[config.mk]
export PLATFORM = sky130hd
export DESIGN_NAME = mem_arbiter
export DESIGN_NICKNAME = d
export VERILOG_FILES = /design/src/rtl/mem_arbiter.sv
export SDC_FILE = /design/constraint.sdc
export NUM_CORES = 1
export LEC_CHECK = 0
export CAP_MARGIN = 15
export CORE_AREA = 2 2 103 105
export CTS_CLUSTER_DIAMETER = 30
export CTS_CLUSTER_SIZE = 30
export DETAILED_ROUTE_END_ITERATION = 10
export DIE_AREA = 0 0 105 107
export DONT_BUFFER_PORTS = 1
export PLACE_DENSITY = 0.33
export SLEW_MARGIN = 25
export SYNTH_ARGS = -nofsm -noshare
export SYNTH_HDL_FRONTEND = slang
export SYNTH_SLANG_ARGS = --single-unit
[constraint.sdc]
create_clock -name CLK -period 2 [get_ports CLK]
set_input_delay 0.4 -clock CLK [delete_from_list [all_inputs] [get_ports CLK]]
set_output_delay 0.4 -clock CLK [all_outputs]
set_load 0.01 [all_outputs]
[src/rtl/mem_arbiter.sv]
// Single-port RAM scheduler shared by the fetch stage and the MEM stage.
// Data has priority; a one-shot fairness flag hands the port to fetch after a data access.
module mem_arbiter #(
  parameter int ADDR_W  = 32,
  parameter int DATA_W  = 32,
  parameter int TIMEOUT = 16,
  parameter int CNT_W   = 5
) (
  input  logic              CLK,
  input  logic              RST,
  input  logic              iREN,
  input  logic [ADDR_W-1:0] iaddr,
  input  logic              dREN,
  input  logic              dWEN,
  input  logic [ADDR_W-1:0] daddr,
  input  logic [DATA_W-1:0] dstore,
  output logic              iwait,
  output logic              dwait,
  output logic [DATA_W-1:0] iload,
  output logic [DATA_W-1:0] dload,
  output logic              ramREN,
  output logic              ramWEN,
  output logic [ADDR_W-1:0] ramaddr,
  output logic [DATA_W-1:0] ramstore,
  input  logic [DATA_W-1:0] ramload,
  input  logic [1:0]        ramstate,
  output logic              err
);

  localparam logic [1:0] ST_IDLE   = 2'd0;
  localparam logic [1:0] ST_DGRANT = 2'd1;
  localparam logic [1:0] ST_IGRANT = 2'd2;

  localparam logic [1:0] RAM_ACCESS = 2'd2;
  localparam logic [1:0] RAM_ERROR  = 2'd3;

  localparam logic [CNT_W-1:0] CNT_LAST = CNT_W'(TIMEOUT - 1);

  logic [1:0]       state_q, state_d;
  logic [CNT_W-1:0] cnt_q, cnt_d;
  logic             last_d_q, last_d_d;
  logic             err_q, err_d;

  logic d_pend;
  logic owner_req;
  logic access_done;

  assign d_pend = dREN | dWEN;

  // The owner's request must still be up for any RAM strobe or completion to count.
  always_comb begin
    owner_req = 1'b0;
    if (state_q == ST_DGRANT)      owner_req = d_pend;
    else if (state_q == ST_IGRANT) owner_req = iREN;
  end

  // A reset landing on the completing cycle suppresses the pulse.
  assign access_done = owner_req && (ramstate == RAM_ACCESS) && !RST;

  // NOTE: every output gets a default before the case so no path infers a latch.
  always_comb begin
    ramREN   = 1'b0;
    ramWEN   = 1'b0;
    ramaddr  = '0;
    ramstore = '0;
    case (state_q)
      ST_DGRANT: begin
        ramaddr  = daddr;
        ramstore = dstore;
        ramWEN   = dWEN;
        ramREN   = dREN & ~dWEN;
      end
      ST_IGRANT: begin
        ramaddr = iaddr;
        ramREN  = iREN;
      end
      default: ;
    endcase
  end

  always_comb begin
    iwait = ~(access_done && (state_q == ST_IGRANT));
    dwait = ~(access_done && (state_q == ST_DGRANT));
    iload = iwait ? '0 : ramload;
    dload = dwait ? '0 : ramload;
    err   = err_q;
  end

  always_comb begin
    state_d  = state_q;
    cnt_d    = cnt_q;
    last_d_d = last_d_q;
    err_d    = err_q;
    case (state_q)
      ST_IDLE: begin
        cnt_d = '0;
        if (d_pend && iREN) state_d = last_d_q ? ST_IGRANT : ST_DGRANT;
        else if (d_pend)    state_d = ST_DGRANT;
        else if (iREN)      state_d = ST_IGRANT;
      end
      default: begin
        // Any exit from a grant returns to IDLE, which forces the idle bubble.
        state_d = ST_IDLE;
        cnt_d   = '0;
        if (!owner_req) begin
          err_d = err_q;
        end else if (ramstate == RAM_ERROR) begin
          err_d = 1'b1;
        end else if (ramstate == RAM_ACCESS) begin
          last_d_d = (state_q == ST_DGRANT);
        end else if (cnt_q == CNT_LAST) begin
          err_d = 1'b1;
        end else begin
          state_d = state_q;
          cnt_d   = cnt_q + 1'b1;
        end
      end
    endcase
  end

  // NOTE: sequential state is updated with non-blocking assignments only.
  always_ff @(posedge CLK) begin
    if (RST) begin
      state_q  <= ST_IDLE;
      cnt_q    <= '0;
      last_d_q <= 1'b0;
      err_q    <= 1'b0;
    end else begin
      state_q  <= state_d;
      cnt_q    <= cnt_d;
      last_d_q <= last_d_d;
      err_q    <= err_d;
    end
  end

endmodule

# [After elaboration in Yosys (flattened, before gate mapping)]
# Index checks and enable logic that the tools add are counted.
[classes] n_addsub=1 n_eq_ne=8 n_mux=20 bitwise=8 n_reduce_logical=12
[op_table] operator="$mux 32" count=3
[op_table] operator="$pmux 32 s2" count=1
[op_table] operator="$mux 2" count=9
[op_table] operator="$reduce_and 4->1" count=2
[op_table] operator="$eq 2x2->1 const B" count=3
[op_table] operator="$mux 1" count=6
[op_table] operator="$not 1->1" count=6
[op_table] operator="$reduce_or 6->1" count=1
[op_table] operator="$add 5x1->5 const B" count=1
[op_table] operator="$eq 5x4->1 const B" count=1
[op_table] operator="$logic_and 1x1->1" count=5
[op_table] operator="$ne 5x1->1 const B" count=1
[op_table] operator="$ne 4x4->1 const B" count=1
[op_table] operator="$eq 2x1->1 const B" count=1
[op_table] operator="$logic_not 2->1" count=1
[op_table] operator="$ne 2x2->1 const B" count=1
[op_table] operator="$pmux 1 s2" count=1
[op_table] operator="$reduce_and 2->1" count=1
[op_table] operator="$reduce_bool 2->1" count=1
[op_table] operator="$and 1x1->1" count=1
[op_table] operator="$logic_not 1->1" count=1
[op_table] operator="$or 1x1->1" count=1
[word_totals] regBits=9 input_bits=135 output_inout_bits=133 word_cells=53

# [Logic depth before layout (Yosys ltp)]
# Gate-level depths: netlist (run 1).
[depth] word_depth=7 ltp_mapped=7 ltp_nobuf=6

# [Least setup slack after synthesis (run 1)]
# Ideal clock, no wire load.
[synth_path] path_type="register -> output" start="reg state_q[1]" end="out iload[22]" t_arrival_ps=1545 required_ps=1600 slack_ps=55 path_stages_with_launch=8 path_buffers=2 path_cell_list="dfxtp_1 inv_1 ha_1 buf_4 or3b_4 o2111a_4 buf_6 and3_1"
[synth_via] elab_chain_cells=7 elab_cells_between_ends=8 cone_classes="eq/ne (2); mux (3); reduce/logical (3)"
[synth_lines] element="start: declaration" line="39" rtl="logic [1:0] state_q, state_d;"
[synth_lines] element="start signal: assignment" line="129" rtl="state_q <= state_d;"
[synth_lines] element="$eq 2x2->1" line="54, 82"
[synth_lines] element="$mux 1" line="54" rtl="else if (state_q == ST_IGRANT) owner_req = iREN;"
[synth_lines] element="$mux 1" line="53" rtl="if (state_q == ST_DGRANT) owner_req = d_pend;"
[synth_lines] element="$logic_and 1x1->1 (2 in a row)" line="58" rtl="assign access_done = owner_req && (ramstate == RAM_ACCESS) && !RST;"
[synth_lines] element="$logic_and 1x1->1 *" line="82" rtl="iwait = ~(access_done && (state_q == ST_IGRANT));"
[synth_lines] element="$mux 32 *" line="84" rtl="iload = iwait ? '0 : ramload;"
[synth_lines] element="end: declaration" line="19" rtl="output logic [DATA_W-1:0] iload,"
# Mark *: on every way between the ends. The rest lies on a longest branch, timed or not.

# [Worst setup path in the final report (run 1)]
[layout_path] start="reg state_q[1]" end="out iload[2]"
# Same word-level chain as after synthesis.

==> metrics.md, run 1 <==
| Metric | Value |
|---|---|
| Synthesis Warnings | 0 |
| Top-count cell post-synth | and3_1 |
| Area delta synth->final | 54.3% |
| FF+latch area | 183 sq um |
| Mapped Cells | 249 |
| CTS tree | yes |
| DRC | 0 |
| Core area | 0.0101 sq mm |
| CTS Buffer Depth | 2 |
| Initial antenna violation count | 1 |
| Fin nets | 389 |
| Clock Sinks | 9 |
| Routability cong. | 0.893 |
| Cell accounting for the most synthesized area | and3_1 |
| Leakage power total | 0.000879 uW |
| Unrepaired setup endpoints after global routing | yes |
| Buffers on Ports | 0 |
| PnR worst setup slack | -53.3 ps |
| Ys flop type | dfxtp_1 |
| Post-route cell area | 0.00262 sq mm |
| Slew Viols, Final | 0 |
| Post-synth top cells | and3_1, and2_1, nor2b_1 |
| Cell Area, Synth | 0.00170 sq mm |
| Sequential area share after synthesis | 10.6% |
| Post-synth EDFFs | 0 |
| Status | complete, but fails checks |
| Count of state elements after synthesis | 9 |
| Hold-fix buffers, CTS | 0 |
| Die Ht | 107 um |
| Syn Area/Cell | 6.81 sq um |
| PwrDens | 339 mW/mm^2 |
| Number of cell rows | 37 |
| Minimum clock period | 2050 ps |
| Hold Violations, Final | 0 |
| Synth area leaders | and3_1, a22oi_1, and2_1, nor2b_1, dfxtp_1 |
| Vias per inst | 5.29 |
| Final setup violation count | 23 |
| Number of I/O pins | 268 |
| Drt first-iter violations | 156 |
| Post-synth ARST share | 0% |
| CP Capture Type | output pin |
| Tightest Pin Transition | 310 ps |
| Clock root buffer | clkbuf_8 |
| Worst Path Class, Setup | reg2out |
| CTS clk-pin slew, worst paths | 40 ps |
| Violated checks | negative setup slack |
| Wirelength per Cell | 23.1 um |
| Vias post-DR | 2036 |
| Htree depth | 1 |
| Period Utilization, post-route | 103% |
| Hold Crit Class | in2reg |
| Die extent in x | 105 um |
| Final ANT Viol Nets | 0 |
| Worst skew pair latency | 230 ps |
| Final HPWL from detailed placement | 5.64 mm |
| Starting Density | 16.8% |
| Layout cells sized above 1 | 53.6% |
| Placed Area | 0.00187 sq mm |
| Synth cell types | 31 |
| First-pass GRT wire length | 10.8 mm |
| Setup Skew | 2.08 ps |
| Gr usage total | 12.5% |
| Multi-input gate area | 0.00188 sq mm |
| Slew margin rel. | 79.2% |
| Overflow after GRT | 0 |
| Routed wire length | 8.89 mm |
| Synth Net Count | 389 |
| Fillers | 1102 |
| Crit path arrival time | 1650 ps |
| Max Cap Viol | 0 |
| Vias in the first global route | 1828 |
| Peak supply drop | 0.144 mV |
| Fmax | 487 MHz |
| Worst path required time | 1600 ps |
| Startpoint Class | flop |
| Clock buffer count from CTS | 3 |
| Die ar. | 0.0112 sq mm |
| Crit path max fanout | 8 |
| Largest net degree at the start of global routing | 69 |
| Hold slack final | 233 ps |
| DRT Pass-1 Iters | 4 |
| Post-synth top area share | 24.0% |
-- layout make-up --
cell class | instances | area share [%]
antenna | 1 | 0.0956
clock buffer | 4 | 1.72
inverter | 7 | 1.00
multi-input combinational | 209 | 71.8
sequential | 9 | 6.98
tap | 136 | 6.50
timing repair buffer | 19 | 11.9
-- kinds of logic (layout without fill, tap and decap cells) --
group / after synthesis / count (layout) / share of synthesized area (%)
buffers and inverters: 35 / 30 / 9.37
other: 0 / 1 / 0
adder cells (fa/ha/maj): 5 / 5 / 3.69
AO/OA/AOI/OAI: 43 / 47 / 19.5
AND/OR/NAND/NOR: 154 / 154 / 55.1
XOR/XNOR: 2 / 2 / 1.03
multiplexers: 1 / 1 / 0.664
flip-flops: 9 / 9 / 10.6
-- critical path: stages, from the launching register on --
cell and delay, ps:
dfxtp_2 310, inv_2 70, ha_4 140, or3b_4 440
o2111a_2 240, and3_4 220
-- metrics by stage --
| step | TNS [ps] | worst slack (ps) | std cells | power [uW] | utilization [%] |
|---|---|---|---|---|---|
| floorplan | 0 | 55.0 | 249 | 458 | - |
| global placement | 0 | 110 | 365 | 538 | 18.5 |
| detailed placement | 0 | 101 | 365 | 539 | 18.5 |
| CTS | -750 | -60.0 | 377 | 804 | 22.6 |
| global route | -2590 | -103 | 385 | 937 | 25.9 |
| finish | -792 | -53.3 | 385 | 886 | 25.9 |
-- registers in the layout, summed over array words and instances, names as in the netlist --
signal	flops
err	1
last_d_q	1
cnt_q	5
state_q	2
-- routing by layer --
metal | track usage, % | part of all wire, % | up-vias | routed length [um]
li1 | - | - | 906 | -
met3 | 1.64 | 6.9 | 19 | 615
met4 | 5.52 | 3.4 | 0 | 300
met5 | 0 | 0 | - | 0
met1 | 13.3 | 38 | 943 | 3350
met2 | 24.5 | 52 | 168 | 4620
-- cells in the final DEF, fill, tap and decap left out, drive strengths merged --
| cell type | synthesis | routed |
|---|---|---|
| and3 | 65 | 65 |
| and2 | 35 | 35 |
| nor2b | 33 | 33 |
| a22oi | 32 | 32 |
| buf | 5 | 15 |
| dfxtp | 9 | 9 |
| clkbuf | 23 | 8 |
| nor2 | 7 | 7 |
| inv | 7 | 7 |
| nand2 | 5 | 5 |
| o2111a | 1 | 5 |
| ha | 5 | 5 |
| nand4 | 3 | 3 |
| nor3 | 2 | 2 |
| nand3 | 2 | 2 |
| a21oi | 2 | 2 |
| diode | 0 | 1 |
| o21ai | 1 | 1 |
| o21a | 1 | 1 |
| or3b | 1 | 1 |
| a21o | 1 | 1 |
| o22a | 1 | 1 |
| o32ai | 1 | 1 |
| nor3b | 1 | 1 |
| o221ai | 1 | 1 |
| a31oi | 1 | 1 |
| a311oi | 1 | 1 |
| mux2 | 1 | 1 |
| xor2 | 1 | 1 |
| xnor2 | 1 | 1 |
-- where the power goes --
group / internal, uW / switching, uW / total (uW)
Sequential: 185 / 4.78 / 190
Combinational: 223 / 266 / 489
Clock: 139 / 68.4 / 207
Total: 547 / 340 / 886
-- worst paths after layout --
check | from | endpoint | slack, ps | cells past startpoint
setup / recovery | state_q[1] | iload[2] | -50 | 5
hold / removal | RST | err | 230 | 1
setup reg to reg | state_q[1] | cnt_q[2] | 360 | 7
hold reg to reg | cnt_q[0] | cnt_q[0] | 450 | 1
-- what timing repair did --
item | 4_1_cts | 5_1_grt
setup endpoints to repair | 65 | 77
gates resized for setup | 60 | 58
cloned | 5 | 4
pin swaps | 34 | 21
setup buffers | 3 | 3
hold endpoints to repair | 0 | 0
Note: power is estimated with default switching activity, not from simulation.
==> run 2, diff against run 1 <==
- ABC_AREA: default -> 1
==> run 2 against run 1 <==
The flow still finishes with violations (negative setup slack); sequential cell count is the same; largest cell class unchanged; design area is 17% higher; utilization up 4.3 points; die area unchanged; sequential share of layout area fell by 0.92 points.
==> metrics.md, run 2 <==
| Metric | Value |
|---|---|
| Status | complete, but fails checks |
| Violated checks | negative setup slack |
| Hold slack final | 234 ps (+0.674 ps) |
| Clock root buffer | clkbuf_8 |
| PwrDens | 432 mW/mm^2 (+28%) |
| Syn Area/Cell | 4.78 sq um (-30%) |
| DRC | 0 (unchanged) |
| Buffers on Ports | 0 (unchanged) |
| Clock Sinks | 9 (unchanged) |
| Ys flop type | dfxtp_1 |
| Most frequent cells in the layout | nand2_1, inv_1, buf_4 |
| Leakage power total | 0.00141 uW (+61%) |
| First-pass GRT wire length | 11.6 mm (+7.2%) |
| Logic pwr share | 69.0% (+14 points) |
| Wirelength per Cell | 15.5 um (-33%) |
| Gr usage total | 12.8% (+0.24 points) |
| ANT cells | 0 (-1) |
| Largest net degree at the start of global routing | 37 (-46%) |
| Minimum clock period | 2190 ps (+138 ps) |
| Post-synth EDFFs | 0 (unchanged) |
| Worst skew pair latency | 230 ps (about the same) |
| Placed Area | 0.00202 sq mm (+8.1%) |
| Mapped Cells | 352 (+41%) |
| Sequential area share after synthesis | 10.7% (+0.079 points) |
| Clock buffer count from CTS | 3 (unchanged) |
| Final setup violation count | 68 (+200%) |
| Fmax | 456 MHz (-6.3%) |
| CTS clk-pin slew, worst paths | 40 ps (about the same) |
| Area delta synth->final | 81.4% |
| Die ar. | 0.0112 sq mm (unchanged) |
| Unrepaired setup endpoints after global routing | yes |
| Initial antenna violation count | 0 (-1) |
| Drt first-iter violations | 129 (-17%) |
| Routed wire length | 8.39 mm (-5.6%) |
| Cell accounting for the most synthesized area | nand2_1 |
| Synth area leaders | nand2_1, nor2_1, inv_1, a21oi_1, dfxtp_1 |
| Count of state elements after synthesis | 9 (unchanged) |
| Layout cells sized above 1 | 43.7% (-9.9 points) |
| Vias per inst | 4.44 (-16%) |
| Fin nets | 548 (+41%) |
| Sequential power share | 15.3% (-6.1 points) |
| Die extent in x | 105 um (unchanged) |
| Worst path required time | 1600 ps (about the same) |
| Post-synth top area share | 23.6% (-0.34 points) |
| Number of cell rows | 37 (unchanged) |
| Core area | 0.0101 sq mm (unchanged) |
| P_sw | 641 uW (+89%) |
| Slew Viols, Final | 0 (unchanged) |
| Overflow after GRT | 0 (unchanged) |
| Startpoint Class | flop |
| CTS tree | yes |
| CP max stage cell | dfxtp_4 |
| Vias post-DR | 2410 (+18%) |
| Setup Skew | 0.457 ps (-1.62 ps) |
| Tightest Pin Transition | 431 ps (+121 ps) |
| Worst path max stage delay | 360 ps (-80 ps) |
| Commonest non-fill, non-tap cell in the layout | nand2_1 |
| Post-route cell area | 0.00305 sq mm (+17%) |
| Largest registers | cnt_q (5), state_q (2) |
| Synth Net Count | 492 (+26%) |
| Htree depth | 1 (unchanged) |
| PnR worst setup slack | -191 ps (-138 ps) |
| Max reg flops | 5 (unchanged) |
| Top-count cell post-synth | nand2_1 |
| Switch share | 48.6% (+10 points) |
| Final ANT Viol Nets | 0 (unchanged) |
| Int Power | 678 uW (+24%) |
| Worst Path Class, Setup | reg2out |
| Synthesis Warnings | 0 (unchanged) |
| Total Negative Setup Slacks | -7210 ps (-6420 ps) |
| Hold Violations, Final | 0 (unchanged) |
| Hold Crit Class | in2reg |
| Number of I/O pins | 268 (unchanged) |
| Vias in the first global route | 2226 (+22%) |
| Pre-CTS setup slack | -14.1 ps (-115 ps) |
| Clock Power Share | 15.7% (-7.7 points) |
| Synth cell types | 21 (-32%) |
| Max Cap Viol | 0 (unchanged) |
| Peak supply drop | 0.191 mV (+33%) |
| CP cell instances | inv_4 > ha_4 > inv_2 > nand2_2 > and3_4 > buf_12 > nand3_4 > nor2_2 > buf_4 |
| Post-synth ARST share | 0% (unchanged) |
| CTS Buffer Depth | 2 (unchanged) |
| Routability cong. | 0.757 (-15%) |
| Slew margin rel. | 71.3% (-7.9 points) |
| Post-synth top cells | nand2_1, nor2_1, inv_1 |
| Die Ht | 107 um (unchanged) |
| DRT Pass-1 Iters | 4 (unchanged) |
| Biggest register | cnt_q |
| Crit path max fanout | 8 (unchanged) |
| CP Capture Type | output pin |
| Crit path arrival time | 1790 ps (+140 ps) |
| Period Utilization, post-route | 110% (+6.9 points) |
| Final HPWL from detailed placement | 5.35 mm (-5.1%) |
| Cell Area, Synth | 0.00168 sq mm (-0.74%) |
| Starting Density | 16.7% (-0.12 points) |
run 2: cell families (layout without fill, tap and decap cells):
| family | count (synthesis) | in the layout | share of synthesized area (%) |
|---|---|---|---|
| compound gates | 37 | 37 | 11.0 |
| xor+xnor | 2 | 2 | 1.04 |
| fa+ha+maj | 5 | 5 | 3.71 |
| buf+inv | 100 | 149 | 25.7 |
| flops | 9 | 9 | 10.7 |
| simple gates | 199 | 205 | 47.8 |
run 2: power groups by stage:
stage	Sequential [uW]	Clock, uW	Combinational [uW]
after floorplan	197	0	414
after global placement	199	0	534
after detailed placement	199	0	537
after CTS	201	218	698
after global routing	202	231	990
final	201	208	910
run 2: metal layers:
layer / global-route usage (%) / share of wire [%] / wire length (um) / vias up
met5: 0 / 0 / 0 / -
met4: 3.24 / 2.8 / 238 / 0
met3: 3.40 / 8.5 / 710 / 19
met2: 24.9 / 52 / 4380 / 151
met1: 13.5 / 36 / 3060 / 1102
li1: - / - / - / 1138
run 2: worst paths after layout:
path	from	to	slack, ps	cells after the start
worst min register to register	cnt_q[0]	cnt_q[0]	440	1
worst min-delay path	RST	err	230	1
worst max-delay path	state_q[1]	iload[2]	-190	9
worst max register to register	state_q[1]	last_d_q	90	14
run 2: area by class of cell:
class                   instances  area, sq um
well taps                     136          170
clock buffers                   4         45.0
flip-flops and latches          9          185
inverters                      79          307
repair buffers                 66          679
fillers                      1110         7040
multi-input cells             249         1670
run 2: what timing repair did:
item                       4_1_cts  5_1_grt
setup endpoints to repair      130      103
gates cloned                     7        3
gates resized for setup         86       73
hold endpoints to repair         0        0
pin swaps                       10        4
buffers inserted                24        2
hold buffers                     0        0
run 2: worst max-delay path: cells and delay by family (launching register included):
kind,cells,cell delay (ps)
adder cells (fa/ha/maj),1,170
buffers and inverters,4,380
flip-flops,1,360
AND/OR/NAND/NOR,4,640
run 2: metrics by stage:
| stage | power [uW] | util, % | std cells |
|---|---|---|---|
| after floorplan | 611 | - | 352 |
| after global placement | 732 | 20.0 | 505 |
| after detailed placement | 735 | 20.0 | 505 |
| after CTS | 1120 | 26.8 | 540 |
| after global routing | 1420 | 30.3 | 543 |
| final | 1320 | 30.3 | 543 |
